==> config.mk <==
export PLATFORM = sky130hd
export DESIGN_NAME = seq_skip_addsub
export DESIGN_NICKNAME = d
export VERILOG_FILES = /design/src/rtl/seq_skip_addsub.sv
export SDC_FILE = /design/constraint.sdc
export NUM_CORES = 1
export LEC_CHECK = 0
export ABC_AREA = 1
export BUFFER_PORTS_ARGS = -buffer_cell sky130_fd_sc_hd__buf_2
export CORE_ASPECT_RATIO = 0.9
export CORE_MARGIN = 3
export CORE_UTILIZATION = 50
export DETAILED_ROUTE_END_ITERATION = 6
export PLACE_DENSITY = 0.73
export SYNTH_ARGS = -nofsm -noshare
export SYNTH_HDL_FRONTEND = slang
export SYNTH_SLANG_ARGS = --single-unit
==> constraint.sdc <==
create_clock -name clk -period 7.25 [get_ports clk]
set_input_delay 0.3625 -clock clk [delete_from_list [all_inputs] [get_ports clk]]
set_output_delay 0.3625 -clock clk [all_outputs]
set_load 0.01 [all_outputs]
==> src/rtl/seq_skip_addsub.sv <==
// Multi-cycle carry-skip adder/subtractor: one BLK-bit chunk per clock, LSB first,
// with valid/ready handshakes and a sign-extended WIDTH+EXT result.
module seq_skip_addsub #(
   parameter int WIDTH = 32,
   parameter int BLK   = 8,
   parameter int EXT   = 2
) (
   input  logic                                clk,
   input  logic                                rst_n,
   input  logic                                in_valid,
   output logic                                in_ready,
   input  logic [WIDTH-1:0]                    x,
   input  logic [WIDTH-1:0]                    y,
   input  logic                                cin,
   input  logic                                sub,
   output logic                                out_valid,
   input  logic                                out_ready,
   output logic [WIDTH+EXT-1:0]                sum,
   output logic                                cout,
   output logic                                ovf,
   output logic                                zero,
   output logic [$clog2(WIDTH/BLK+1)-1:0]      skip_cnt
);

   localparam int NCH = WIDTH / BLK;
   localparam int KW  = (NCH > 1) ? $clog2(NCH) : 1;
   localparam int SW  = $clog2(NCH + 1);
   localparam int RW  = WIDTH + EXT;
   localparam logic [KW-1:0] K_LAST = KW'(NCH - 1);

   if (WIDTH % BLK != 0) begin : g_bad_blk
      $error("seq_skip_addsub: WIDTH must be a multiple of BLK");
   end
   if (EXT < 0 || EXT > 4) begin : g_bad_ext
      $error("seq_skip_addsub: EXT must be in 0..4");
   end

   typedef enum logic [1:0] {IDLE, RUN, DONE} state_t;

   state_t           state;
   logic [KW-1:0]    k;
   logic             c;
   logic [WIDTH-1:0] x_r;
   logic [WIDTH-1:0] ym_r;

   logic [BLK-1:0]   x_k, ym_k, s_k;
   logic             c_k, p_k, c_next, last, ovf_n, zero_n;
   logic [RW-1:0]    sum_n;

   // NOTE: every always_comb output gets a default first so no path can leave it unassigned (no latch).
   always_comb begin
      x_k    = x_r[int'(k)*BLK +: BLK];
      ym_k   = ym_r[int'(k)*BLK +: BLK];
      {c_k, s_k} = {1'b0, x_k} + {1'b0, ym_k} + {{BLK{1'b0}}, c};
      p_k    = &(x_k ^ ym_k);
      // An all-propagate chunk passes its carry-in straight through; same value as the ripple.
      c_next = p_k ? c : c_k;
      last   = (k == K_LAST);
      sum_n  = sum;
      sum_n[int'(k)*BLK +: BLK] = s_k;
      if (last) begin
         for (int i = WIDTH; i < RW; i++)
            sum_n[i] = x_r[WIDTH-1] ^ ym_r[WIDTH-1] ^ c_next;
      end
      // Carry into the MSB is recovered from the MSB sum bit.
      ovf_n  = x_r[WIDTH-1] ^ ym_r[WIDTH-1] ^ sum_n[WIDTH-1] ^ c_next;
      zero_n = ~|sum_n[WIDTH-1:0];
   end

   // NOTE: sequential state uses non-blocking assignments so all registers update from pre-edge values.
   always_ff @(posedge clk or negedge rst_n) begin
      if (!rst_n) begin
         state     <= IDLE;
         k         <= '0;
         c         <= 1'b0;
         x_r       <= '0;
         ym_r      <= '0;
         in_ready  <= 1'b1;
         out_valid <= 1'b0;
         sum       <= '0;
         cout      <= 1'b0;
         ovf       <= 1'b0;
         zero      <= 1'b0;
         skip_cnt  <= '0;
      end else begin
         case (state)
            IDLE: begin
               if (in_valid) begin
                  x_r      <= x;
                  ym_r     <= sub ? ~y : y;
                  c        <= sub | cin;
                  k        <= '0;
                  skip_cnt <= '0;
                  cout     <= 1'b0;
                  ovf      <= 1'b0;
                  zero     <= 1'b0;
                  in_ready <= 1'b0;
                  state    <= RUN;
               end
            end
            RUN: begin
               sum <= sum_n;
               c   <= c_next;
               if (p_k) skip_cnt <= skip_cnt + SW'(1);
               if (last) begin
                  cout      <= c_next;
                  ovf       <= ovf_n;
                  zero      <= zero_n;
                  out_valid <= 1'b1;
                  state     <= DONE;
               end else begin
                  k <= k + KW'(1);
               end
            end
            DONE: begin
               if (out_ready) begin
                  out_valid <= 1'b0;
                  in_ready  <= 1'b1;
                  state     <= IDLE;
               end
            end
            default: state <= IDLE;
         endcase
      end
   end

endmodule

==> results of run 1 <==
-- report_power, final --
part           switching (uW)  internal [uW]  total, uW
Sequential                192            883       1080
Combinational            1370            670       2040
Clock                     235            315        550
-- state kept, by name, indices dropped and copies added, names as in the netlist --
| register | count |
|---|---|
| c | 1 |
| cout | 1 |
| in_ready | 1 |
| k | 2 |
| out_valid | 1 |
| ovf | 1 |
| skip_cnt | 3 |
| state | 2 |
| sum | 34 |
| x_r | 32 |
| ym_r | 32 |
| zero | 1 |
-- metrics by stage --
| step | cell area, sq um | worst slack [ns] | total power [uW] | util, % |
|---|---|---|---|---|
| floorplan | 5970 | 4.18 | 2490 | - |
| global placement | 6620 | 3.60 | 3050 | 57.5 |
| detailed placement | 6620 | 3.52 | 3080 | 57.5 |
| CTS | 6950 | 3.50 | 3650 | 60.3 |
| global route | 6950 | 3.05 | 4010 | 60.3 |
| finish | 6950 | 3.40 | 3670 | 60.3 |
-- cells by family (layout without fill, tap and decap cells) --
kind of cell,after synthesis,count (layout),share of synthesized area [%]
AO/OA/AOI/OAI,137,137,12.4
XOR/XNOR,33,33,4.84
adder cells (fa/ha/maj),18,18,4.03
buffers and inverters,79,177,5.18
flip-flops,111,111,46.6
AND/OR/NAND/NOR,393,393,27.0
-- per-layer routing --
metal | up-vias | part of all wire [%]
met5 | - | 0
met4 | 0 | 1.3
met3 | 15 | 7.4
met2 | 190 | 42
met1 | 2558 | 49
li1 | 2697 | -
-- synth_stat cells, types with 3 or more instances --
library cell,count,area (sq um)
buf_2,10,50.1
nand2_2,7,43.8
nand3_1,37,185
inv_1,32,120
ha_1,16,200
clkinv_1,3,11.3
dfrtp_1,110,2750
nand4_1,13,81.3
inv_2,9,33.8
o21ai_0,96,480
a21oi_1,6,30.0
o22ai_1,17,106
clkbuf_1,24,90.1
a31oi_1,9,56.3
xnor2_1,32,280
nand2_1,252,946
nor2_1,72,270
-- layout make-up --
type | count | area, sq um | share of cell area, %
Clock inverter | 6 | 91.3 | 1.31
Timing Repair Buffer | 117 | 603 | 8.67
Multi-Input combinational cell | 581 | 2880 | 41.4
Sequential cell | 111 | 2780 | 40.0
Inverter | 44 | 165 | 2.37
Clock buffer | 10 | 239 | 3.44
Tap cell | 156 | 195 | 2.81
-- path summary, 6_finish.rpt --
path                            startpoint       end  cells after the start
max in group asynchronous            rst_n  ym_r[15]                      2
worst min-delay path                 rst_n   sum[11]                      1
worst min register to register      x_r[9]    x_r[9]                      2
worst max-delay path                  k[1]      zero                     16
min in group clk                     x[12]   x_r[12]                      3
worst max register to register        k[1]      zero                     16
==> flow_metrics.env, run 1 <==
export IMPL_vias=5460
export IMPL_antenna_found_initial=0
export IMPL_cap_violations=0
export IMPL_cp_max_fo=21
export IMPL_period_share_pct=53.1
export IMPL_portBuffers=111
export IMPL_core_area_sq_um=11500
export IMPL_ant_nets=0
export IMPL_total_leakage_power_uw=0.00360
export IMPL_synth_area_sq_um=5970
export IMPL_cts_setup_buffers=0
export IMPL_wl_per_cell_microns=15.8
export IMPL_crit_family="simple AND/OR/NAND/NOR gates"
export IMPL_ir_drop_mv=0.222
export IMPL_fin_skew_ns=0.00527
export IMPL_grt_usage_pct=25.3
export IMPL_cts_path_max_buffers=2
export IMPL_clock_sinks=111
export IMPL_cts_made_buffers=9
export IMPL_synth_warnings=0
export IMPL_rsz0062_at_grt="false"
export IMPL_busiest_layer="met1"
export IMPL_die_x_microns=121
export IMPL_holdBufCountCts=0
export IMPL_start_util_pct=51.8
export IMPL_place_inst=1009
export IMPL_cts_tree="yes"
export IMPL_final_cells=1025
export IMPL_h_tree_depth=3
export IMPL_drcViolationCount=0
export IMPL_drive_gt1_share_pct=18.2
export IMPL_cts_resized=0
export IMPL_worstSetupEndpointType="flop"
export IMPL_grt_pass1_wl_microns=26200
export IMPL_ys_flop_type="dfrtp_1"
export IMPL_fillers=1053
export IMPL_drv_slew=0
export IMPL_grt_use_met1_pct=37.9
export IMPL_required_ns=7.55
export IMPL_crit_buf_inv=1
export IMPL_max_stage_delay_ns=0.79
export IMPL_syn_num_nets=859
export IMPL_grt_start_max_net_pins=101
export IMPL_diodes=0
export IMPL_dieArea_sq_um=13300
export IMPL_use_met2_pct=36.9
export IMPL_die_h_microns=110
export IMPL_layout_min_cycle_time_ns=3.85
export IMPL_hold_slack_ns=0.0541
export IMPL_hold_violations=0
export IMPL_synth_distinct_cells=35
export IMPL_cpMostUsedCell="nand2_1"
export IMPL_syn_inst=771
export IMPL_final_cell_mix="251 x nand2_1, 110 x dfrtp_1, 110 x buf_2, 96 x o21ai_0, 72 x nor2_1"
export IMPL_critPathArrivalTime_ns=4.15
export IMPL_rows=37
export IMPL_hold_class="in2async"
export IMPL_cpMaxStageDelayCell="dfrtp_1"
export IMPL_gr_total_overflow=0
export IMPL_ys_seq_area_share_pct=46.6
export IMPL_avgSynthCellArea_sq_um=7.74
export IMPL_met3_usage_pct=6.33
export IMPL_clkSlewWorstSetupHoldPaths_ns=0.07
export IMPL_gp_congestion=0.901
export IMPL_ys_ff_latch=111
export IMPL_synth_async_sr_flop_share_pct=100
export IMPL_slew_headroom_pct=40.5
export IMPL_hpwl_microns=11700
export IMPL_status="complete, no violations"
export IMPL_routed_wl_microns=16200
export IMPL_drtIter0Drc=477
export IMPL_synth_edff_count=0
export IMPL_clk_latency_ns=0.36
export IMPL_critical_path_cell_chain="inv_1 > o21ai_0 > o22ai_1 > fa_1 > fa_1 > nand2_1 > nand2_1 > nand3_1 > nand2_1 > nand2_1 > nand2_1 > nand4_1 > nand4_1 > nor2_1 > nand3_1 > nand2_1"
export IMPL_tightest_slew_ns=0.893
export IMPL_final_common_cell="nand2_1"
export IMPL_grt_pass1_vias=5148
export IMPL_start_kind="flop"
export IMPL_num_nets_final=952
export IMPL_r2r_slack_ns=3.40
export IMPL_tns_ns=0
export IMPL_area_growth_pct=16.5
export IMPL_p_per_area_nw_per_um2=528
export IMPL_dr_pass1_iters=5
export IMPL_cts_root_buffer="clkbuf_16"
export IMPL_criticalPathCategory="reg2reg"
export IMPL_via_per_inst=5.33
export IMPL_fmaxAchievable_ghz=0.260
export IMPL_setup_viol=0
export IMPL_num_io_pins=112
Power figures use the tool's default switching activity.
==> inputs of run 2 (changes only) <==
--- a/config.mk
+++ b/config.mk
@@ -5,13 +5,13 @@
 export SDC_FILE = /design/constraint.sdc
 export NUM_CORES = 1
 export LEC_CHECK = 0
-export ABC_AREA = 1
+export ABC_AREA = 0
 export BUFFER_PORTS_ARGS = -buffer_cell sky130_fd_sc_hd__buf_2
 export CORE_ASPECT_RATIO = 0.9
 export CORE_MARGIN = 3
 export CORE_UTILIZATION = 50
 export DETAILED_ROUTE_END_ITERATION = 6
-export PLACE_DENSITY = 0.73
+export PLACE_DENSITY = 0.76
 export SYNTH_ARGS = -nofsm -noshare
 export SYNTH_HDL_FRONTEND = slang
 export SYNTH_SLANG_ARGS = --single-unit
==> constraint.sdc (replaced) <==
create_clock -name clk -period 3.1 [get_ports clk]
set_input_delay 0.155 -clock clk [delete_from_list [all_inputs] [get_ports clk]]
set_output_delay 0.155 -clock clk [all_outputs]
set_load 0.01 [all_outputs]
==> flow_metrics.env, run 2 <==
export IMPL_p_total_uw=10400
export IMPL_portBuffers=111
export IMPL_synth_top_area_share_pct=47.3
export IMPL_post_route_util_pct=67.0
export IMPL_yosys_top_cells_area="dfrtp_1 47%, nand2_1 11%, mux4_2 6.2%"
export IMPL_via_per_inst=5.58
export IMPL_layout_min_cycle_time_ns=3.22
export IMPL_grt_pass1_vias=5081
export IMPL_avgSynthCellArea_sq_um=9.77
export IMPL_die_h_microns=108
export IMPL_cts_tree="yes"
export IMPL_dr_pass1_iters=5
export IMPL_synth_async_sr_flop_share_pct=100
export IMPL_largest_reg_flops=34
export IMPL_fmaxAchievable_ghz=0.310
export IMPL_yosysTopAreaCell="dfrtp_1"
export IMPL_critPathArrivalTime_ns=3.49
export IMPL_tns_ns=-0.194
export IMPL_synth_warnings=0
export IMPL_regArea_sq_um=2780
export IMPL_num_io_pins=112
export IMPL_worst_slack_ns=-0.121
export IMPL_total_leakage_power_uw=0.00361
export IMPL_grt_start_max_net_pins=99
export IMPL_cp_max_fo=7
export IMPL_grt_pass1_wl_microns=25100
export IMPL_cts_path_max_buffers=2
export IMPL_vias=5048
export IMPL_ys_seq_area_share_pct=47.8
export IMPL_syn_inst=595
export IMPL_start_util_pct=52.5
export IMPL_hold_violations=0
export IMPL_clkSlewWorstSetupHoldPaths_ns=0.07
export IMPL_slew_headroom_pct=41.6
export IMPL_h_tree_depth=3
export IMPL_period_share_pct=104
export IMPL_yosysMostFrequentCell="nand2_1"
export IMPL_clk_latency_ns=0.36
export IMPL_clock_sinks=111
export IMPL_hold_class="in2reg"
export IMPL_synth_distinct_cells=62
export IMPL_status="finished with violations"
export IMPL_rsz0062_at_grt="true"
export IMPL_drtIter0Drc=407
export IMPL_drive_gt1_share_pct=27.5
export IMPL_r2r_slack_ns=-0.12
export IMPL_drv_slew=0
export IMPL_fillers=858
export IMPL_max_flop_register="sum"
export IMPL_ys_ff_latch=111
export IMPL_final_common_cell="nand2_1"
export IMPL_core_area_sq_um=11100
export IMPL_syn_num_nets=683
export IMPL_criticalPathCategory="reg2reg"
export IMPL_dieArea_sq_um=13000
export IMPL_ant_nets=0
export IMPL_gr_total_overflow=0
export IMPL_reg_top3="sum x34, x_r x32, ym_r x32"
export IMPL_routed_wl_microns=15300
export IMPL_required_ns=3.37
export IMPL_hpwl_microns=10800
export IMPL_setup_viol=2
export IMPL_violations="setup timing"
export IMPL_die_x_microns=120
export IMPL_area_growth_pct=27.6
export IMPL_drcViolationCount=0
export IMPL_diodes=0
export IMPL_synth_common_cells="165 x nand2_1, 110 x dfrtp_1, 46 x o21ai_0"
export IMPL_cts_root_buffer="clkbuf_16"
export IMPL_synth_edff_count=0
export IMPL_ys_flop_type="dfrtp_1"
export IMPL_cap_violations=0
export IMPL_final_cell_mix="165 x nand2_1, 110 x buf_2, 109 x dfrtp_1, 44 x o21ai_0, 37 x buf_4"
export IMPL_p_per_area_nw_per_um2=1400
export IMPL_fin_skew_ns=0.0104
export IMPL_gp_congestion=0.914
export IMPL_cts_made_buffers=9
export IMPL_hold_slack_ns=0.00754
export IMPL_synth_area_sq_um=5820
export IMPL_ir_drop_mv=0.752
export IMPL_wl_per_cell_microns=17.0
export IMPL_antenna_found_initial=0
export IMPL_rows=36
export IMPL_grt_usage_pct=24.3
export IMPL_num_nets_final=835
export IMPL_multi_input_area_sq_um=3000
export IMPL_tightest_slew_ns=0.876
export IMPL_worstSetupEndpointType="flop"
export IMPL_start_kind="flop"
-- run 2: worst paths after layout --
check | to | from | depth (start not counted)
worst min-delay path | x_r[5] | x[5] | 3
worst max register to register | zero | k[0] | 10
min in group asynchronous | x_r[11] | rst_n | 2
max in group asynchronous | sum[16] | rst_n | 3
worst min register to register | x_r[20] | x_r[20] | 2
worst max-delay path | zero | k[0] | 10
-- run 2: area by class of cell --
type,instances,area share (%)
Multi-Input combinational cell,444,40.4
Sequential cell,111,37.5
Timing Repair Buffer,173,15.0
Clock buffer,14,3.69
Tap cell,152,2.56
Clock inverter,2,0.523
Inverter,8,0.405
-- run 2: report_power, final --
group	leakage (uW)	total [uW]	switching [uW]	internal (uW)
Clock	0.000154	1220	522	697
Combinational	0.00203	6660	3660	3000
Sequential	0.00143	2480	419	2060
Total	0.00361	10400	4600	5760
-- run 2: what timing repair did --
item                                   in CTS  in global routing
pin swaps                                   4                  5
endpoints found under the hold margin      62                  0
gates cloned                                0                  0
hold buffers                               23                  0
gates resized for setup                     7                 17
setup buffers                               4                  2
setup endpoints to repair                   6                 15
-- run 2: layer usage --
layer / part of all wire [%] / global-route usage, % / wire [microns] / up-vias
met5: 0 / 0 / 0 / -
met1: 43 / 32.4 / 6520 / 2439
met4: 1.7 / 6.21 / 266 / 0
met2: 49 / 40.5 / 7550 / 195
met3: 6.5 / 5.96 / 1010 / 24
li1: - / - / - / 2390
-- run 2: cell families after synthesis --
family | after synthesis | synth area share, %
XOR/XNOR | 38 | 5.72
AND/OR/NAND/NOR | 236 | 18.0
flip-flops | 111 | 47.8
AO/OA/AOI/OAI | 134 | 15.1
buffers and inverters | 40 | 2.69
multiplexers | 18 | 6.56
adder cells (fa/ha/maj) | 18 | 4.13
-- run 2: stage by stage --
step                      setup slack [ns]  cells  instance area (sq um)
after floorplan                     -0.285    595                   5850
after global placement             -0.0585    859                   6710
after detailed placement            -0.155    859                   6710
after CTS                           -0.112    902                   7310
after global routing                -0.223    904                   7420
final                               -0.121    904                   7420
-- run 2: worst max-delay path: stages (launching register included) --
cell and delay [ns]:
dfrtp_2 0.40, buf_4 0.15, buf_12 0.13, mux4_2 0.55, ha_4 0.27, a211o_1 0.31
o211a_1 0.13, or4_4 0.56, a221oi_4 0.31, a31oi_1 0.08, o31ai_2 0.23
==> inputs of run 3 (changes only) <==
--- a/config.mk
+++ b/config.mk
@@ -11,6 +11,7 @@
 export CORE_MARGIN = 3
 export CORE_UTILIZATION = 50
 export DETAILED_ROUTE_END_ITERATION = 6
+export HOLD_SLACK_MARGIN = 0.06
 export PLACE_DENSITY = 0.76
 export SYNTH_ARGS = -nofsm -noshare
 export SYNTH_HDL_FRONTEND = slang
==> flow_metrics.env, run 3 (synthesis results as in run 2) <==
export IMPL_wl_per_cell_microns=17.3
export IMPL_gr_total_overflow=0
export IMPL_rows=36
export IMPL_cp_max_fo=7
export IMPL_num_nets_final=846
export IMPL_violations="setup timing"
export IMPL_tns_ns=-0.227
export IMPL_clock_sinks=111
export IMPL_hold_slack_ns=0.0750
export IMPL_drtIter0Drc=369
export IMPL_criticalPathCategory="reg2reg"
export IMPL_p_int_uw=5770
export IMPL_dpl_cell_area_sq_um=6710
export IMPL_pwr_share_comb_pct=64.4
export IMPL_cap_violations=0
export IMPL_switching_share_pct=44.7
export IMPL_tightest_slew_ns=0.873
export IMPL_drive_gt1_share_pct=27.1
export IMPL_drcViolationCount=0
export IMPL_final_cell_mix="165 x nand2_1, 110 x buf_2, 109 x dfrtp_1, 44 x o21ai_0, 37 x buf_4"
export IMPL_gp_congestion=0.914
export IMPL_critPathArrivalTime_ns=3.51
export IMPL_rsz0062_at_grt="true"
export IMPL_drv_slew=0
export IMPL_antenna_found_initial=1
export IMPL_total_leakage_power_uw=0.00366
export IMPL_required_ns=3.37
export IMPL_setup_viol=2
export IMPL_num_io_pins=112
export IMPL_cts_tree="yes"
export IMPL_grt_start_max_net_pins=99
export IMPL_clkSlewWorstSetupHoldPaths_ns=0.07
export IMPL_fmaxAchievable_ghz=0.308
export IMPL_dieArea_sq_um=13000
export IMPL_routed_wl_microns=15900
export IMPL_grt_pass1_wl_microns=25600
export IMPL_layout_min_cycle_time_ns=3.24
export IMPL_grt_usage_pct=24.9
export IMPL_start_kind="flop"
export IMPL_die_x_microns=120
export IMPL_portBuffers=111
export IMPL_area_growth_pct=29.6
export IMPL_reg_top3="sum x34, x_r x32, ym_r x32"
export IMPL_p_per_area_nw_per_um2=1380
export IMPL_cts_made_buffers=9
export IMPL_h_tree_depth=3
export IMPL_core_area_sq_um=11100
export IMPL_post_route_util_pct=68.0
export IMPL_hold_violations=0
export IMPL_worstSetupEndpointType="flop"
export IMPL_worst_slack_ns=-0.145
export IMPL_die_h_microns=108
export IMPL_max_flop_register="sum"
export IMPL_via_per_inst=5.62
export IMPL_ant_nets=0
export IMPL_clk_latency_ns=0.36
export IMPL_slew_headroom_pct=41.8
export IMPL_hpwl_microns=10800
export IMPL_cts_root_buffer="clkbuf_16"
export IMPL_dr_pass1_iters=6
export IMPL_postLayoutCellArea_sq_um=7540
export IMPL_final_common_cell="nand2_1"
export IMPL_share_seq_of_total_power_pct=23.9
export IMPL_largest_reg_flops=34
export IMPL_power_switching_uw=4660
export IMPL_p_clk_share_pct=11.7
export IMPL_period_share_pct=105
export IMPL_status="finished with violations"
export IMPL_ir_drop_mv=0.760
export IMPL_cts_path_max_buffers=2
export IMPL_start_util_pct=52.5
export IMPL_fin_skew_ns=0.00864
export IMPL_hold_class="in2reg"
export IMPL_grt_pass1_vias=5150
export IMPL_vias=5155
-- run 3: layout make-up --
cell class                 instances  area [sq um]
sequential                       111          2780
fill                             848          3540
antenna                            2          5.00
inverter                           8          30.0
tap                              152           190
clock buffer                      14           274
timing repair buffer             184          1220
multi-input combinational        444          3000
clock inverter                     2          38.8
-- run 3: repair_timing --
action                     in CTS  in global routing
hold buffers                   34                  0
resized for setup               7                 17
setup buffers                   4                  2
setup endpoints to repair       6                 15
cloned                          0                  0
hold endpoints to repair       73                  0
pin swaps                       4                  5
-- run 3: critical path, cell delays in order (launching register included) --
cell      delay [ns]
dfrtp_2         0.40
buf_4           0.15
buf_12          0.13
mux4_2          0.54
ha_4            0.27
a211o_1         0.31
o211a_1         0.14
or4_4           0.56
a221oi_4        0.31
a31oi_1         0.08
o31ai_2         0.24
-- run 3: per-layer routing --
metal / part of all wire [%] / vias to the layer above / wire, microns / track usage (%)
met3: 6.0 / 20 / 945 / 6.07
met1: 42 / 2541 / 6630 / 32.9
met5: 0 / - / 0 / 0
met2: 51 / 176 / 8080 / 41.8
li1: - / 2418 / - / -
met4: 1.3 / 0 / 209 / 6.54
-- run 3: path summary, 6_finish.rpt --
path | from | end | slack, ns | depth (start not counted)
setup / recovery | k[0] | zero | -0.14 | 10
hold / removal | y[5] | ym_r[5] | 0.08 | 3
setup reg to reg | k[0] | zero | -0.14 | 10
hold reg to reg | ym_r[3] | ym_r[3] | 0.48 | 2
max in group asynchronous | rst_n | sum[16] | 1.90 | 3
min in group asynchronous | rst_n | x_r[11] | 0.33 | 2
-- run 3: stage by stage --
| step | instances | worst slack (ns) | total power, uW |
|---|---|---|---|
| CTS | 913 | -0.112 | 9820 |
| global route | 916 | -0.226 | 11100 |
| finish | 917 | -0.145 | 10400 |
| detailed placement | 859 | -0.155 | 8410 |
| global placement | 859 | -0.0585 | 8240 |
| floorplan | 595 | -0.285 | 6240 |
-- run 3: power groups by stage --
stage | logic (uW) | registers, uW | clock network (uW)
2_1_floorplan | 3790 | 2450 | 0
3_3_place_gp | 5790 | 2450 | 0
3_5_place_dp | 5920 | 2490 | 0
4_1_cts | 6110 | 2470 | 1240
5_1_grt | 7240 | 2570 | 1300
6_report | 6710 | 2490 | 1220
